===== config.mk =====
export PLATFORM = sky130hd
export DESIGN_NAME = forward_scoreboard
export DESIGN_NICKNAME = d
export VERILOG_FILES = /design/src/rtl/forward_scoreboard.sv
export SDC_FILE = /design/constraint.sdc
export NUM_CORES = 1
export LEC_CHECK = 0
export CAP_MARGIN = 5
export CORE_ASPECT_RATIO = 2
export CORE_MARGIN = 2
export CORE_UTILIZATION = 60
export DETAILED_ROUTE_END_ITERATION = 8
export DONT_BUFFER_PORTS = 1
export PLACE_DENSITY = 0.88
export SLEW_MARGIN = 10
export SYNTH_ARGS = -nofsm -noshare
export SYNTH_HDL_FRONTEND = slang
export SYNTH_SLANG_ARGS = --single-unit

===== constraint.sdc =====
create_clock -name clk -period 3.3 [get_ports clk]
set_input_delay 0.33 -clock clk [delete_from_list [all_inputs] [get_ports clk]]
set_output_delay 0.33 -clock clk [all_outputs]
set_load 0.02 [all_outputs]

===== src/rtl/forward_scoreboard.sv =====
// forward_scoreboard: operand-forwarding select and pending-write scoreboard
// for a pipeline with a few bypass stages and multi-cycle units (divider/FPU).
// Each read port gets a source select (register file, a bypass stage, or the
// completion bus). A stall is raised when a read would see a register that a
// multi-cycle op has not yet written back.
//
// Handshake: a multi-cycle issue is accepted on a rising edge where
// iss_valid && iss_ready && no read-port hazard. iss_ready does not depend on
// iss_valid. A completion (cpl_valid) is not back-pressured; it is always
// consumed on the edge where it is presented.
module forward_scoreboard #(
  parameter int NUM_RD     = 3,
  parameter int FWD_STAGES = 2,
  parameter int MAX_OUT    = 4,
  localparam int CNT_W     = $clog2(MAX_OUT + 1),
  localparam int SEL_W     = $clog2(FWD_STAGES + 2)
) (
  input  logic                    clk,
  input  logic                    rst,
  input  logic [NUM_RD-1:0]       rd_valid,
  input  logic [NUM_RD*5-1:0]     rd_addr,
  input  logic [NUM_RD-1:0]       rd_is_fp,
  input  logic [FWD_STAGES-1:0]   stg_wr_en,
  input  logic [FWD_STAGES*5-1:0] stg_wr_addr,
  input  logic [FWD_STAGES-1:0]   stg_is_fp,
  input  logic                    iss_valid,
  input  logic [4:0]              iss_rd,
  input  logic                    iss_is_fp,
  output logic                    iss_ready,
  input  logic                    cpl_valid,
  input  logic [4:0]              cpl_rd,
  input  logic                    cpl_is_fp,
  output logic [NUM_RD*SEL_W-1:0] fwd_sel,
  output logic                    stall,
  output logic [CNT_W-1:0]        outstanding,
  output logic                    busy
);

  // Same register: address and class agree; integer x0 is hardwired zero
  // and therefore never matches anything.
  function automatic logic reg_match(input logic [4:0] a, input logic a_fp,
                                     input logic [4:0] b, input logic b_fp);
    return (a == b) && (a_fp == b_fp) && (a_fp || (a != 5'd0));
  endfunction

  logic [31:0]      pend_int_q, pend_int_d;
  logic [31:0]      pend_fp_q,  pend_fp_d;
  logic [CNT_W-1:0] cnt_q,      cnt_d;

  logic [NUM_RD-1:0] port_hazard;
  logic              any_hazard;
  logic              iss_pend;
  logic              iss_cpl_hit;
  logic              waw_block;
  logic              iss_accept;
  logic              cpl_pend;
  logic              cpl_x0;

  for (genvar gi = 0; gi < NUM_RD; gi++) begin : g_port
    logic [4:0]       addr;
    logic             is_fp;
    logic             cpl_hit;
    logic             pend;
    logic [SEL_W-1:0] sel;

    assign addr    = rd_addr[gi*5 +: 5];
    assign is_fp   = rd_is_fp[gi];
    assign cpl_hit = cpl_valid && reg_match(addr, is_fp, cpl_rd, cpl_is_fp);
    assign pend    = is_fp ? pend_fp_q[addr] : pend_int_q[addr];
    // A completing result on the bus resolves the pending read this cycle.
    assign port_hazard[gi] = rd_valid[gi] && pend && !cpl_hit;

    // Source priority: completion bus, then youngest matching stage, else RF.
    always_comb begin
      sel = '0;
      if (rd_valid[gi]) begin
        if (cpl_hit) begin
          sel = SEL_W'(FWD_STAGES + 1);
        end else begin
          // Walk oldest to youngest so the lowest matching index wins.
          for (int k = FWD_STAGES - 1; k >= 0; k--) begin
            if (stg_wr_en[k] &&
                reg_match(addr, is_fp, stg_wr_addr[k*5 +: 5], stg_is_fp[k]))
              sel = SEL_W'(k + 1);
          end
        end
      end
    end

    assign fwd_sel[gi*SEL_W +: SEL_W] = sel;
  end

  assign any_hazard  = |port_hazard;
  assign iss_pend    = iss_is_fp ? pend_fp_q[iss_rd] : pend_int_q[iss_rd];
  assign iss_cpl_hit = cpl_valid && reg_match(iss_rd, iss_is_fp, cpl_rd, cpl_is_fp);
  // A second write to a still-pending register must wait unless the first
  // one retires in this very cycle.
  assign waw_block   = iss_pend && !iss_cpl_hit;
  assign iss_ready   = ((cnt_q < CNT_W'(MAX_OUT)) || cpl_valid) && !waw_block;
  assign stall       = any_hazard || (iss_valid && !iss_ready);
  assign iss_accept  = iss_valid && iss_ready && !any_hazard;

  assign outstanding = cnt_q;
  assign busy        = (cnt_q != '0);

  // Pending-bit update: completion clears first, an accepted issue then sets,
  // so a same-register issue+completion leaves the bit set.
  always_comb begin
    pend_int_d = pend_int_q;
    pend_fp_d  = pend_fp_q;
    if (cpl_valid) begin
      if (cpl_is_fp) pend_fp_d[cpl_rd]  = 1'b0;
      else           pend_int_d[cpl_rd] = 1'b0;
    end
    if (iss_accept) begin
      if (iss_is_fp)            pend_fp_d[iss_rd]  = 1'b1;
      else if (iss_rd != 5'd0)  pend_int_d[iss_rd] = 1'b1;
    end
  end

  // Outstanding count: issue and completion in the same cycle cancel; a
  // stray completion cannot wrap the count below zero.
  always_comb begin
    cnt_d = cnt_q;
    if (iss_accept && !cpl_valid)
      cnt_d = cnt_q + CNT_W'(1);
    else if (!iss_accept && cpl_valid && (cnt_q != '0))
      cnt_d = cnt_q - CNT_W'(1);
  end

  // State registers, cleared asynchronously.
  always_ff @(posedge clk or posedge rst) begin
    if (rst) begin
      pend_int_q <= '0;
      pend_fp_q  <= '0;
      cnt_q      <= '0;
    end else begin
      pend_int_q <= pend_int_d;
      pend_fp_q  <= pend_fp_d;
      cnt_q      <= cnt_d;
    end
  end

  // Integer x0 ops are counted but never tracked, so their completion has
  // no pending bit to match.
  assign cpl_pend = cpl_is_fp ? pend_fp_q[cpl_rd] : pend_int_q[cpl_rd];
  assign cpl_x0   = !cpl_is_fp && (cpl_rd == 5'd0);

  cpl_legal_a: assert property (@(posedge clk) disable iff (rst)
    cpl_valid |-> ((cnt_q != '0) && (cpl_pend || cpl_x0)));

endmodule

== Word-level counts from Yosys, hierarchy flattened ==
Index checks and enable logic that the tools add are counted.

* Flip-flop bits (word level): 67
* Bits of input ports: 51
* Output and inout bits: 12
* Logic and storage cells: 153

* Add/sub/neg operators: 2
* $lt $le $gt $ge: 8
* Eq/ne operators: 20
* Mux-type cells: 47
* Bitwise gates (word level): 5
* Reductions and logical operators: 68

{| class="wikitable"
|+ Operators by type and width
! operator !! number
|-
| $mux W32 || 9
|-
| $and A32 B32 Y32 || 2
|-
| $or A32 B32 Y32 || 2
|-
| $eq A5 B5 Y1 || 10
|-
| $logic_and A1 B1 Y1 || 46
|-
| $bmux W1 S5 || 8
|-
| $not A32 Y32 || 1
|-
| $lt A5 B6 Y1 const B || 5
|-
| $mux W2 || 12
|-
| $reduce_bool A5 Y1 || 4
|-
| $mux W1 || 14
|-
| $demux W1 S5 || 2
|-
| $eq A1 B1 Y1 || 10
|-
| $ge A5 B1 Y1 const B || 2
|-
| $logic_not A1 Y1 || 9
|-
| $logic_or A1 B1 Y1 || 6
|-
| $mux W3 || 2
|-
| $add A3 B1 Y3 const B || 1
|-
| $lt A3 B3 Y1 const B || 1
|-
| $reduce_bool A3 Y1 || 1
|-
| $reduce_or A3 Y1 || 1
|-
| $sub A3 B1 Y3 const B || 1
|-
| $reduce_bool A2 Y1 || 1
|}

== Logic depth before layout (Yosys ltp) ==
Gate-level depths: netlist of the first run.

* Word-level depth: 15
* Gate-level depth with buffers: 15
* Mapped depth without buffers: 11

== Worst setup path before layout of the first run ==
Ideal clock, no wire load.

* Kind: input port to flip-flop
* From: in iss_rd[0]
* To: reg cnt_q[2] (netlist: outstanding[2])
* Setup time: 0.069 ns
* Arrival: 3.325 ns
* Slack: -0.095 ns
* Cell stages on the path: 15
* Path buffers: 4
* Cells stage by stage: buf_6 buf_2 buf_2 mux2i_1 o22ai_1 a211oi_1 nand4_1 o211ai_2 nand4_2 buf_6 or2_1 fa_1 nor4bb_1 mux2i_1 nand3_1

* Word-level cells in the longest chain between the ends: 14
* Elaborated cells between the ends (all ways): 23
* Classes of those cells: 1 x eq/ne; 6 x mux; 16 x reduce/logical

{| class="wikitable"
|+ RTL lines
! item !! line !! source
|-
| from (decl) || 27 || <nowiki>input logic [4:0] iss_rd,</nowiki>
|-
| parallel branches: the longest is 5 deep, another holds $bmux W1 S5 || - ||
|-
| $logic_and A1 B1 Y1 (*) || 98 || <nowiki>assign waw_block = iss_pend && !iss_cpl_hit;</nowiki>
|-
| $logic_not A1 Y1 (*) || 99 || <nowiki>assign iss_ready = ((cnt_q < CNT_W'(MAX_OUT)) || cpl_valid) && !waw_block;</nowiki>
|-
| $logic_and A1 B1 Y1 (*) || 99 ||
|-
| named net iss_ready || 29 || <nowiki>output logic iss_ready,</nowiki>
|-
| $logic_and A1 B1 Y1 (*) (2 in a row) || 101 || <nowiki>assign iss_accept = iss_valid && iss_ready && !any_hazard;</nowiki>
|-
| $logic_not A1 Y1 || 127 || <nowiki>else if (!iss_accept && cpl_valid && (cnt_q != '0))</nowiki>
|-
| $logic_and A1 B1 Y1 (2 in a row) || 127 ||
|-
| $reduce_bool A2 Y1 (no line) || - ||
|-
| to (signal assigned) || 140 || <nowiki>cnt_q <= cnt_d;</nowiki>
|-
| to (decl) || 48 || <nowiki>logic [CNT_W-1:0] cnt_q, cnt_d;</nowiki>
|}

Mark *: on every way through the listed nets, which the timed path passes. The select of a mux whose other input is x is not followed.
A chain may end at the register's enable or synchronous reset.

== Final worst setup path of the first run ==
* From: reg pend_fp_q[31]
* To: reg cnt_q[1] (netlist: outstanding[1])

* Elaborated cells between the ends (all ways): 31
* Classes of those cells: 13 x mux; 18 x reduce/logical

{| class="wikitable"
|+ RTL lines
! item !! line !! source
|-
| from (decl) || 47 || <nowiki>logic [31:0] pend_fp_q, pend_fp_d;</nowiki>
|-
| from (signal assigned) || 139 || <nowiki>pend_fp_q <= pend_fp_d;</nowiki>
|-
| $bmux W1 S5 (on tied branches) || 69, 94 ||
|-
| $mux W1 (on tied branches) (2 in a row) || 69, 94 ||
|-
| $logic_and A1 B1 Y1 (on tied branches) || 71, 98 ||
|-
| $logic_and A1 B1 Y1 / $logic_not A1 Y1 (equally long branches) || 71, 99 ||
|-
| $reduce_or A3 Y1 / $logic_and A1 B1 Y1 (equally long branches) || 93, 99 ||
|-
| $logic_not A1 Y1 / $logic_and A1 B1 Y1 (equally long branches) || 101 ||
|-
| $logic_and A1 B1 Y1 (*) || 101 ||
|-
| $logic_and A1 B1 Y1 (*) || 125 || <nowiki>if (iss_accept && !cpl_valid)</nowiki>
|-
| $mux W3 (*) || 125 ||
|-
| named net cnt_d[1] || 48 ||
|}

The timed path passes the listed nets; every way through them passes the cells marked *. The select of a mux whose other input is x is not followed.

==> results of run 1 <==
power groups by stage:
stage	registers (uW)	clock network, uW	logic, uW
6_report	1160	1220	997
5_1_grt	1180	1250	1060
4_1_cts	1150	1220	913
3_5_place_dp	1170	0	905
2_1_floorplan	1120	0	739
3_3_place_gp	1150	0	874
timing repair:
| item | 4_1_cts | 5_1_grt |
|---|---|---|
| buffers inserted | 0 | 7 |
| resized for setup | 0 | 16 |
| setup endpoints to repair | 0 | 42 |
per-layer routing:
| metal | GRT usage | routed length (um) | vias up |
|---|---|---|---|
| li1 | - | - | 2377 |
| met1 | 0.451 | 7190 | 2824 |
| met2 | 0.668 | 11200 | 491 |
| met3 | 0.175 | 2580 | 167 |
| met4 | 0.362 | 2600 | 0 |
| met5 | 0.0202 | 0 | - |
Yosys cell counts, types with 6 or more instances:
master,number
or3_1,12
nand4_1,12
inv_1,8
nand3_1,22
nand2_1,13
mux2i_1,53
clkbuf_1,18
dfrtp_1,67
mux4_2,34
nand2b_1,7
nand3b_1,8
buf_2,13
nor2b_1,10
o21ai_0,63
nor3_1,11
o221ai_1,6
xnor2_1,54
mux4_1,6
nor4_1,11
o21ai_2,19
o21a_1,7
buf_1,13
o22ai_1,8
buf_6,10
a22o_1,6
nor2_1,6
o21ai_1,45
worst max-delay path, delay by kind of cell, from the launching register on:
kind / cells / cell delay (ns)
compound gates: 4 / 0.80
fa+ha+maj: 1 / 0.55
flops: 1 / 0.42
mux: 2 / 0.84
simple gates: 4 / 0.51
area by class of cell:
class	instances	area (um^2)
multi-input combinational	490	4230
timing repair buffer	28	210
clock inverter	6	136
tap	135	169
clock buffer	10	239
antenna	1	2.50
fill	790	3390
sequential	67	1680
inverter	8	30.0
stage by stage:
stage               setup WS, ns  TNS (ns)  hold slack [ns]  area, um^2
floorplan                0.00826         0            0.521        6200
global placement          0.0467         0            0.365        6200
detailed placement        0.0465         0            0.389        6200
CTS                       0.0363         0           0.0274        6580
global route             -0.0367   -0.0367           0.0741        6690
finish                     0.133         0           0.0127        6690
state kept, by name, summed over array words and instances (netlist names):
signal / count
outstanding: 3
pend_fp_q: 32
pend_int_q: 32
logic make-up after synthesis:
group | after synthesis | share of synthesized area
compound gates | 190 | 0.198
xor+xnor | 59 | 0.0835
simple gates | 142 | 0.144
mux | 98 | 0.244
buf+inv | 65 | 0.0568
fa+ha+maj | 1 | 0.00323
flops | 67 | 0.271
worst max path at each step:
| stage | slack [ns] | cells past startpoint | to | from |
|---|---|---|---|---|
| 2_1_floorplan | 0.008 | 15 | outstanding[2]$_DFFE_PP0P_ | iss_rd[0] |
| 3_3_place_gp | 0.05 | 11 | outstanding[2]$_DFFE_PP0P_ | pend_fp_q[25]$_DFF_PP0_ |
| 3_5_place_dp | 0.05 | 11 | outstanding[2]$_DFFE_PP0P_ | pend_fp_q[31]$_DFF_PP0_ |
| 4_1_cts | 0.04 | 11 | outstanding[2]$_DFFE_PP0P_ | pend_fp_q[25]$_DFF_PP0_ |
| 5_1_grt | -0.04 | 11 | outstanding[2]$_DFFE_PP0P_ | pend_fp_q[31]$_DFF_PP0_ |
| 6_report | 0.13 | 11 | outstanding[1]$_DFFE_PP0P_ | pend_fp_q[31]$_DFF_PP0_ |
==> impl_metrics.env, run 1 <==
export IMPL_die_area_um2=11200
export IMPL_peakVddDrop_mv=0.363
export IMPL_dp_cells=721
export IMPL_swShare=0.317
export IMPL_cts_buffer_depth=2
export IMPL_yosysUniqueCellTypes=67
export IMPL_die_h_um=148
export IMPL_ys_top_cells_by_area="dfrtp_1 27%, mux4_2 12%, mux2i_1 8.6%, xnor2_1 7.6%, o21ai_0 5.1%"
export IMPL_rows=52
export IMPL_layout_drive_gt1_share=0.207
export IMPL_cts_tree="built"
export IMPL_setup_viol=0
export IMPL_syn_num_nets=674
export IMPL_syn_cell_area_um2=6190
export IMPL_switchingPower_uw=1070
export IMPL_numPortBuffers=0
export IMPL_via_per_inst=7.86
export IMPL_synthArstFlopShare=1.00
export IMPL_cts_sinks=67
export IMPL_combPwrFrac=0.295
export IMPL_core_area_um2=10100
export IMPL_grt_pass1_wl_um=34500
export IMPL_io_pin_count=63
export IMPL_dpl_hpwl_um=16600
export IMPL_syn_inst=622
export IMPL_r2r_start="pend_fp_q[31]$_DFF_PP0_"
export IMPL_vias=5859
export IMPL_hold_class="primary input to async pin"
export IMPL_r2r_cells=11
export IMPL_hold_buffers=0
export IMPL_yosysTopAreaCell="dfrtp_1"
export IMPL_p_int_uw=2310
export IMPL_drt_iter0_drc=715
export IMPL_synth_top_area_frac=0.271
export IMPL_drv_cap=0
export IMPL_gp_congestion=1.04
export IMPL_end_kind="register"
export IMPL_cpPeakStageDelay_ns=0.55
export IMPL_postLayoutCoreUtil=0.664
export IMPL_first_pass_iters=6
export IMPL_grt_max_degree=38
export IMPL_grt_pass1_vias=5809
export IMPL_slew_headroom=0.473
export IMPL_grt_antenna_before_repair=1
export IMPL_final_cell_mix="67 x dfrtp_1, 63 x o21ai_0, 54 x xnor2_1, 50 x mux2i_1, 45 x o21ai_1"
export IMPL_die_width_um=75.8
export IMPL_ys_seq_area_frac=0.271
export IMPL_start_util=0.614
export IMPL_finalWirelength_um=23500
export IMPL_ys_ff_latch=67
export IMPL_synth_edf_count=0
export IMPL_path_clk_slew_ns=0.06
export IMPL_globalRouteTotalUtil=0.439
export IMPL_clock_latency_ns=0.34
export IMPL_period_share=0.960
export IMPL_p_seq_frac=0.344
export IMPL_status="finished clean"
export IMPL_path_cells="mux2_2 -> mux4_2 -> a2111oi_4 -> o211ai_1 -> o211ai_4 -> nand4_2 -> or2_1 -> fa_2 -> nand2b_1 -> a21o_1 -> nand3_1"
export IMPL_skew_ns=0.00777
export IMPL_clkPwrFrac=0.360
export IMPL_period_minus_slack_ns=3.17
export IMPL_drc=0
export IMPL_cp_slowest_cell="fa_2"
export IMPL_syn_avg_cell_area_um2=9.95
export IMPL_power_density_nw_per_um2=504
export IMPL_startpoint_type="register"
export IMPL_power_uw=3370
export IMPL_post_drt_wl_per_cell_um=31.6
export IMPL_cp_max_fo=5
export IMPL_slew_viol_final=0
export IMPL_nNetsFinal=656
export IMPL_mostFrequentLayoutCell="dfrtp_1"
export IMPL_leakage_uw=0.00249
export IMPL_cp_arrival_ns=3.44
export IMPL_drtAntennaViolNets=0
export IMPL_max_freq_mhz=316
export IMPL_rsz0062_at_grt="true"
export IMPL_ctsRootBufferMaster="clkbuf_16"
export IMPL_regToRegSetupSlack_ns=0.13
export IMPL_stdcell_count=745
export IMPL_synthToLayoutAreaGrowth_pct=8.12
export IMPL_cts_htree_levels=3
export IMPL_path_class="register to register"
export IMPL_numCtsBuffers=9
export IMPL_regToRegEndpoint="outstanding[1]$_DFFE_PP0P_"
export IMPL_synth_ff_type="dfrtp_1"
export IMPL_crit_required_ns=3.58
export IMPL_worst_pin_slew_ns=0.789
export IMPL_final_hold_viol_count=0
export IMPL_grt_overflow=0
export IMPL_yosysWarningCount=0
Power figures use the tool's default switching activity.
==> run 2, diff against run 1 <==
--- a/config.mk
+++ b/config.mk
@@ -8,10 +8,10 @@
 export CAP_MARGIN = 5
 export CORE_ASPECT_RATIO = 2
 export CORE_MARGIN = 2
-export CORE_UTILIZATION = 60
+export CORE_UTILIZATION = 55
 export DETAILED_ROUTE_END_ITERATION = 8
 export DONT_BUFFER_PORTS = 1
-export PLACE_DENSITY = 0.88
+export PLACE_DENSITY = 0.82
 export SLEW_MARGIN = 10
 export SYNTH_ARGS = -nofsm -noshare
 export SYNTH_HDL_FRONTEND = slang
==> impl_metrics.env, run 2 (synthesis results as in run 1) <==
export IMPL_drv_cap=0
export IMPL_post_drt_wl_per_cell_um=32.0
export IMPL_whs_ns=0.0523
export IMPL_path_class="register to register"
export IMPL_drc=0
export IMPL_peakVddDrop_mv=0.305
export IMPL_layout_drive_gt1_share=0.194
export IMPL_crit_path_end="outstanding[1]$_DFFE_PP0P_"
export IMPL_cts_buffer_depth=2
export IMPL_first_pass_iters=5
export IMPL_core_area_um2=10900
export IMPL_power_density_nw_per_um2=493
export IMPL_cts_tree="built"
export IMPL_regToRegSetupSlack_ns=0.07
export IMPL_period_minus_slack_ns=3.23
export IMPL_numCtsBuffers=9
export IMPL_crit_start="pend_fp_q[31]$_DFF_PP0_"
export IMPL_gp_congestion=1.02
export IMPL_grt_pass1_wl_um=36100
export IMPL_die_h_um=154
export IMPL_rows=54
export IMPL_stdcell_count=747
export IMPL_startpoint_type="register"
export IMPL_skew_ns=0.0106
export IMPL_antenna_cells=0
export IMPL_die_area_um2=12200
export IMPL_die_width_um=79.0
export IMPL_hold_class="primary input to async pin"
export IMPL_setup_viol=0
export IMPL_drt_iter0_drc=707
export IMPL_clock_latency_ns=0.35
export IMPL_regToRegEndpoint="outstanding[1]$_DFFE_PP0P_"
export IMPL_finalWirelength_um=23900
export IMPL_grt_pass1_vias=5923
export IMPL_period_share=0.977
export IMPL_synthToLayoutAreaGrowth_pct=7.48
export IMPL_slew_headroom=0.410
export IMPL_status="finished clean"
export IMPL_vias=5750
export IMPL_max_freq_mhz=310
export IMPL_top_layer="met5"
export IMPL_path_clk_slew_ns=0.06
export IMPL_ctsRootBufferMaster="clkbuf_16"
export IMPL_globalRouteTotalUtil=0.410
export IMPL_rsz0062_at_grt="true"
export IMPL_dp_cells=729
export IMPL_numPortBuffers=0
export IMPL_end_kind="register"
export IMPL_grt_max_degree=42
export IMPL_r2r_cells=11
export IMPL_final_cell_mix="67 x dfrtp_1, 63 x o21ai_0, 54 x xnor2_1, 53 x mux2i_1, 45 x o21ai_1"
export IMPL_r2r_start="pend_fp_q[31]$_DFF_PP0_"
export IMPL_cts_htree_levels=3
export IMPL_cp_arrival_ns=3.50
export IMPL_worst_pin_slew_ns=0.884
export IMPL_leakage_uw=0.00250
export IMPL_final_hold_viol_count=0
export IMPL_slew_viol_final=0
export IMPL_wl_met2_um=11600
export IMPL_nNetsFinal=655
export IMPL_dpl_hpwl_um=17000
export IMPL_grt_overflow=0
export IMPL_start_util=0.566
export IMPL_grt_antenna_before_repair=1
export IMPL_drtAntennaViolNets=0
export IMPL_wl_met1_um=7400
export IMPL_cts_sinks=67
export IMPL_wl_met3_um=2360
export IMPL_setup_tns_ns=0
export IMPL_io_pin_count=63
export IMPL_mostFrequentLayoutCell="dfrtp_1"
export IMPL_via_per_inst=7.70
export IMPL_hold_buffers=0
export IMPL_cp_max_fo=5
export IMPL_crit_required_ns=3.58
## run 2: cell count changes in the layout (fill, tap and decap cells not counted), moves of 2 or more
cell	before	now
mux4_1	4	6
a211oi_1	2	5
mux2_2	2	0
mux2i_1	50	53
mux2_4	0	4
mux4_2	36	34
mux2i_2	2	0
a211oi_2	5	2
mux2_1	3	1
## run 2: power by group
group | leakage [uW] | switching [uW] | internal (uW)
clock | 0.000166 | 371 | 756
combinational | 0.00144 | 478 | 500
sequential | 0.000895 | 206 | 966
## run 2: layout make-up
| cell class | instances | area, um^2 |
|---|---|---|
| Timing Repair Buffer | 27 | 203 |
| Fill cell | 925 | 4290 |
| Tap cell | 140 | 175 |
| Clock inverter | 4 | 98.8 |
| Inverter | 8 | 30.0 |
| Multi-Input combinational cell | 490 | 4230 |
| Sequential cell | 67 | 1680 |
| Clock buffer | 11 | 243 |
## run 2: worst max-delay path: stages, from the launching register on
cell	delay, ns
dfrtp_1	0.42
mux2_4	0.28
mux4_2	0.59
a2111oi_4	0.32
o211ai_1	0.19
o211ai_4	0.13
nand4_2	0.13
or2_1	0.24
fa_2	0.54
nand2b_1	0.06
a21o_1	0.19
nand3_2	0.07
## run 2: metrics by stage
stage	power (uW)	setup slack [ns]	area, um^2	utilization
after floorplan	1860	0.00826	6200	-
after global placement	2040	-0.0117	6230	0.570
after detailed placement	2080	-0.0279	6230	0.570
after CTS	3200	0.0714	6580	0.602
after global routing	3410	-0.0554	6650	0.608
final	3280	0.0747	6650	0.608
## run 2: repair_timing
action | in CTS | in global routing
endpoints found under the hold margin | 0 | 0
pin swaps | 0 | 3
resized for setup | 1 | 10
setup buffers | 0 | 3
setup endpoints to repair | 1 | 12
## run 2: per-layer routing
| metal | vias up | track usage |
|---|---|---|
| li1 | 2363 | - |
| met1 | 2813 | 0.431 |
| met2 | 430 | 0.654 |
| met3 | 142 | 0.131 |
| met4 | 2 | 0.335 |
| met5 | - | 0 |
## run 2: how the worst min path moves through the flow
stage / endpoint / slack [ns] / cells after the start
2_1_floorplan: pend_int_q[0]$_DFF_PP0_ / 0.52 / 1
4_1_cts: pend_fp_q[22]$_DFF_PP0_ / 0.07 / 1
3_3_place_gp: pend_fp_q[20]$_DFF_PP0_ / 0.41 / 1
6_report: pend_fp_q[12]$_DFF_PP0_ / 0.05 / 1
3_5_place_dp: pend_fp_q[22]$_DFF_PP0_ / 0.43 / 1
5_1_grt: pend_fp_q[13]$_DFF_PP0_ / 0.12 / 1
==> run 3, diff against run 2 <==
--- a/config.mk
+++ b/config.mk
@@ -12,6 +12,7 @@
 export DETAILED_ROUTE_END_ITERATION = 8
 export DONT_BUFFER_PORTS = 1
 export PLACE_DENSITY = 0.82
+export REMOVE_ABC_BUFFERS = 1
 export SLEW_MARGIN = 10
 export SYNTH_ARGS = -nofsm -noshare
 export SYNTH_HDL_FRONTEND = slang
==> impl_metrics.env, run 3 (synthesis results as in run 1) <==
export IMPL_status="finished clean"
export IMPL_slew_viol_final=0
export IMPL_cts_buffer_depth=2
export IMPL_cts_tree="built"
export IMPL_leakage_uw=0.00240
export IMPL_cts_htree_levels=3
export IMPL_globalRouteTotalUtil=0.402
export IMPL_die_area_um2=12200
export IMPL_cts_sinks=67
export IMPL_final_hold_viol_count=0
export IMPL_first_pass_iters=6
export IMPL_grt_pass1_vias=5883
export IMPL_r2r_start="pend_fp_q[31]$_DFF_PP0_"
export IMPL_cp_arrival_ns=3.52
export IMPL_mostFrequentLayoutCell="dfrtp_1"
export IMPL_whs_ns=0.00274
export IMPL_slew_headroom=0.483
export IMPL_placed_cell_area_um2=6130
export IMPL_postLayoutCoreUtil=0.595
export IMPL_die_width_um=79.0
export IMPL_grt_antenna_before_repair=0
export IMPL_final_cell_mix="67 x dfrtp_1, 63 x o21ai_0, 54 x xnor2_1, 52 x mux2i_1, 45 x o21ai_1"
export IMPL_grt_pass1_wl_um=35500
export IMPL_antenna_cells=0
export IMPL_power_density_nw_per_um2=474
export IMPL_crit_required_ns=3.58
export IMPL_end_kind="register"
export IMPL_period_share=0.982
export IMPL_post_drt_wl_per_cell_um=32.1
export IMPL_dpl_hpwl_um=16000
export IMPL_numPortBuffers=0
export IMPL_layout_drive_gt1_share=0.182
export IMPL_gp_congestion=1.12
export IMPL_finalWirelength_um=23500
export IMPL_drv_cap=0
export IMPL_die_h_um=154
export IMPL_ctsRootBufferMaster="clkbuf_16"
export IMPL_core_area_um2=10900
export IMPL_hold_class="primary input to async pin"
export IMPL_nNetsFinal=640
export IMPL_grt_max_degree=38
export IMPL_synthToLayoutAreaGrowth_pct=5.15
export IMPL_io_pin_count=63
export IMPL_fin_ws_ns=0.0590
export IMPL_rsz0062_at_grt="true"
export IMPL_crit_path_end="outstanding[1]$_DFFE_PP0P_"
export IMPL_rows=54
export IMPL_vias=5814
export IMPL_peakVddDrop_mv=0.334
export IMPL_drtAntennaViolNets=0
export IMPL_path_class="register to register"
export IMPL_startpoint_type="register"
export IMPL_final_cell_area_um2=6510
export IMPL_crit_start="pend_fp_q[31]$_DFF_PP0_"
export IMPL_regToRegSetupSlack_ns=0.06
export IMPL_start_util=0.566
export IMPL_regToRegEndpoint="outstanding[1]$_DFFE_PP0P_"
export IMPL_power_uw=3080
export IMPL_max_freq_mhz=309
export IMPL_grt_overflow=0
export IMPL_skew_ns=0.00711
export IMPL_drc=0
export IMPL_period_minus_slack_ns=3.24
export IMPL_r2r_cells=12
export IMPL_pre_cts_ws_ns=0.0682
export IMPL_clock_latency_ns=0.35
export IMPL_drt_iter0_drc=853
export IMPL_worst_pin_slew_ns=0.774
export IMPL_numCtsBuffers=9
export IMPL_setup_viol=0
export IMPL_via_per_inst=7.93
export IMPL_path_clk_slew_ns=0.06
export IMPL_cp_max_fo=5
run 3: how the worst min path moves through the flow:
stage	start	to	slack (ns)
5_1_grt	rst	pend_int_q[4]$_DFF_PP0_	0.08
2_1_floorplan	cpl_valid	outstanding[0]$_DFFE_PP0P_	0.49
3_5_place_dp	rst	pend_int_q[4]$_DFF_PP0_	0.38
6_report	rst	pend_int_q[4]$_DFF_PP0_	0.003
3_3_place_gp	rst	pend_int_q[4]$_DFF_PP0_	0.37
4_1_cts	rst	pend_int_q[4]$_DFF_PP0_	0.02
run 3: repair_timing:
item,in CTS,in global routing
buffers inserted,0,1
hold buffers,0,0
gates resized for setup,0,13
setup endpoints to repair,0,42
run 3: metrics by stage:
stage          std cells  setup TNS, ns
2_1_floorplan        565              0
5_1_grt              733        -0.0995
6_report             733              0
4_1_cts              732              0
3_5_place_dp         716              0
3_3_place_gp         716              0
run 3: metal layers:
metal | vias up | GRT usage | wire (um)
met4 | 0 | 0.336 | 2480
met3 | 188 | 0.195 | 3100
met5 | - | 0.0174 | 0
met1 | 2784 | 0.408 | 7130
li1 | 2328 | - | -
met2 | 514 | 0.607 | 10800
run 3: area by class of cell:
cell class | instances | area, um^2
flip-flops and latches | 67 | 1680
inverters | 8 | 30.0
well taps | 140 | 175
repair buffers | 12 | 90.1
fillers | 932 | 4440
clock inverters | 4 | 47.5
multi-input cells | 490 | 4220
clock buffers | 12 | 267
run 3: critical path, stage by stage, from the launching register on:
cell and delay, ns:
dfrtp_1 0.41, mux4_2 0.47, a22o_1 0.25, a211oi_2 0.22, buf_4 0.15, nor4_1 0.04, nor4_2 0.35, nand4_2 0.17
or2_1 0.28, fa_2 0.53, nand2b_1 0.05, a21o_1 0.17, nand3_1 0.07
run 3: where the power goes:
| group | switching [uW] | leakage, uW | internal (uW) | total [uW] |
|---|---|---|---|---|
| Clock | 378 | 0.000155 | 644 | 1020 |
| Combinational | 427 | 0.00135 | 457 | 884 |
| Sequential | 213 | 0.000895 | 966 | 1180 |
| Total | 1020 | 0.00240 | 2070 | 3080 |
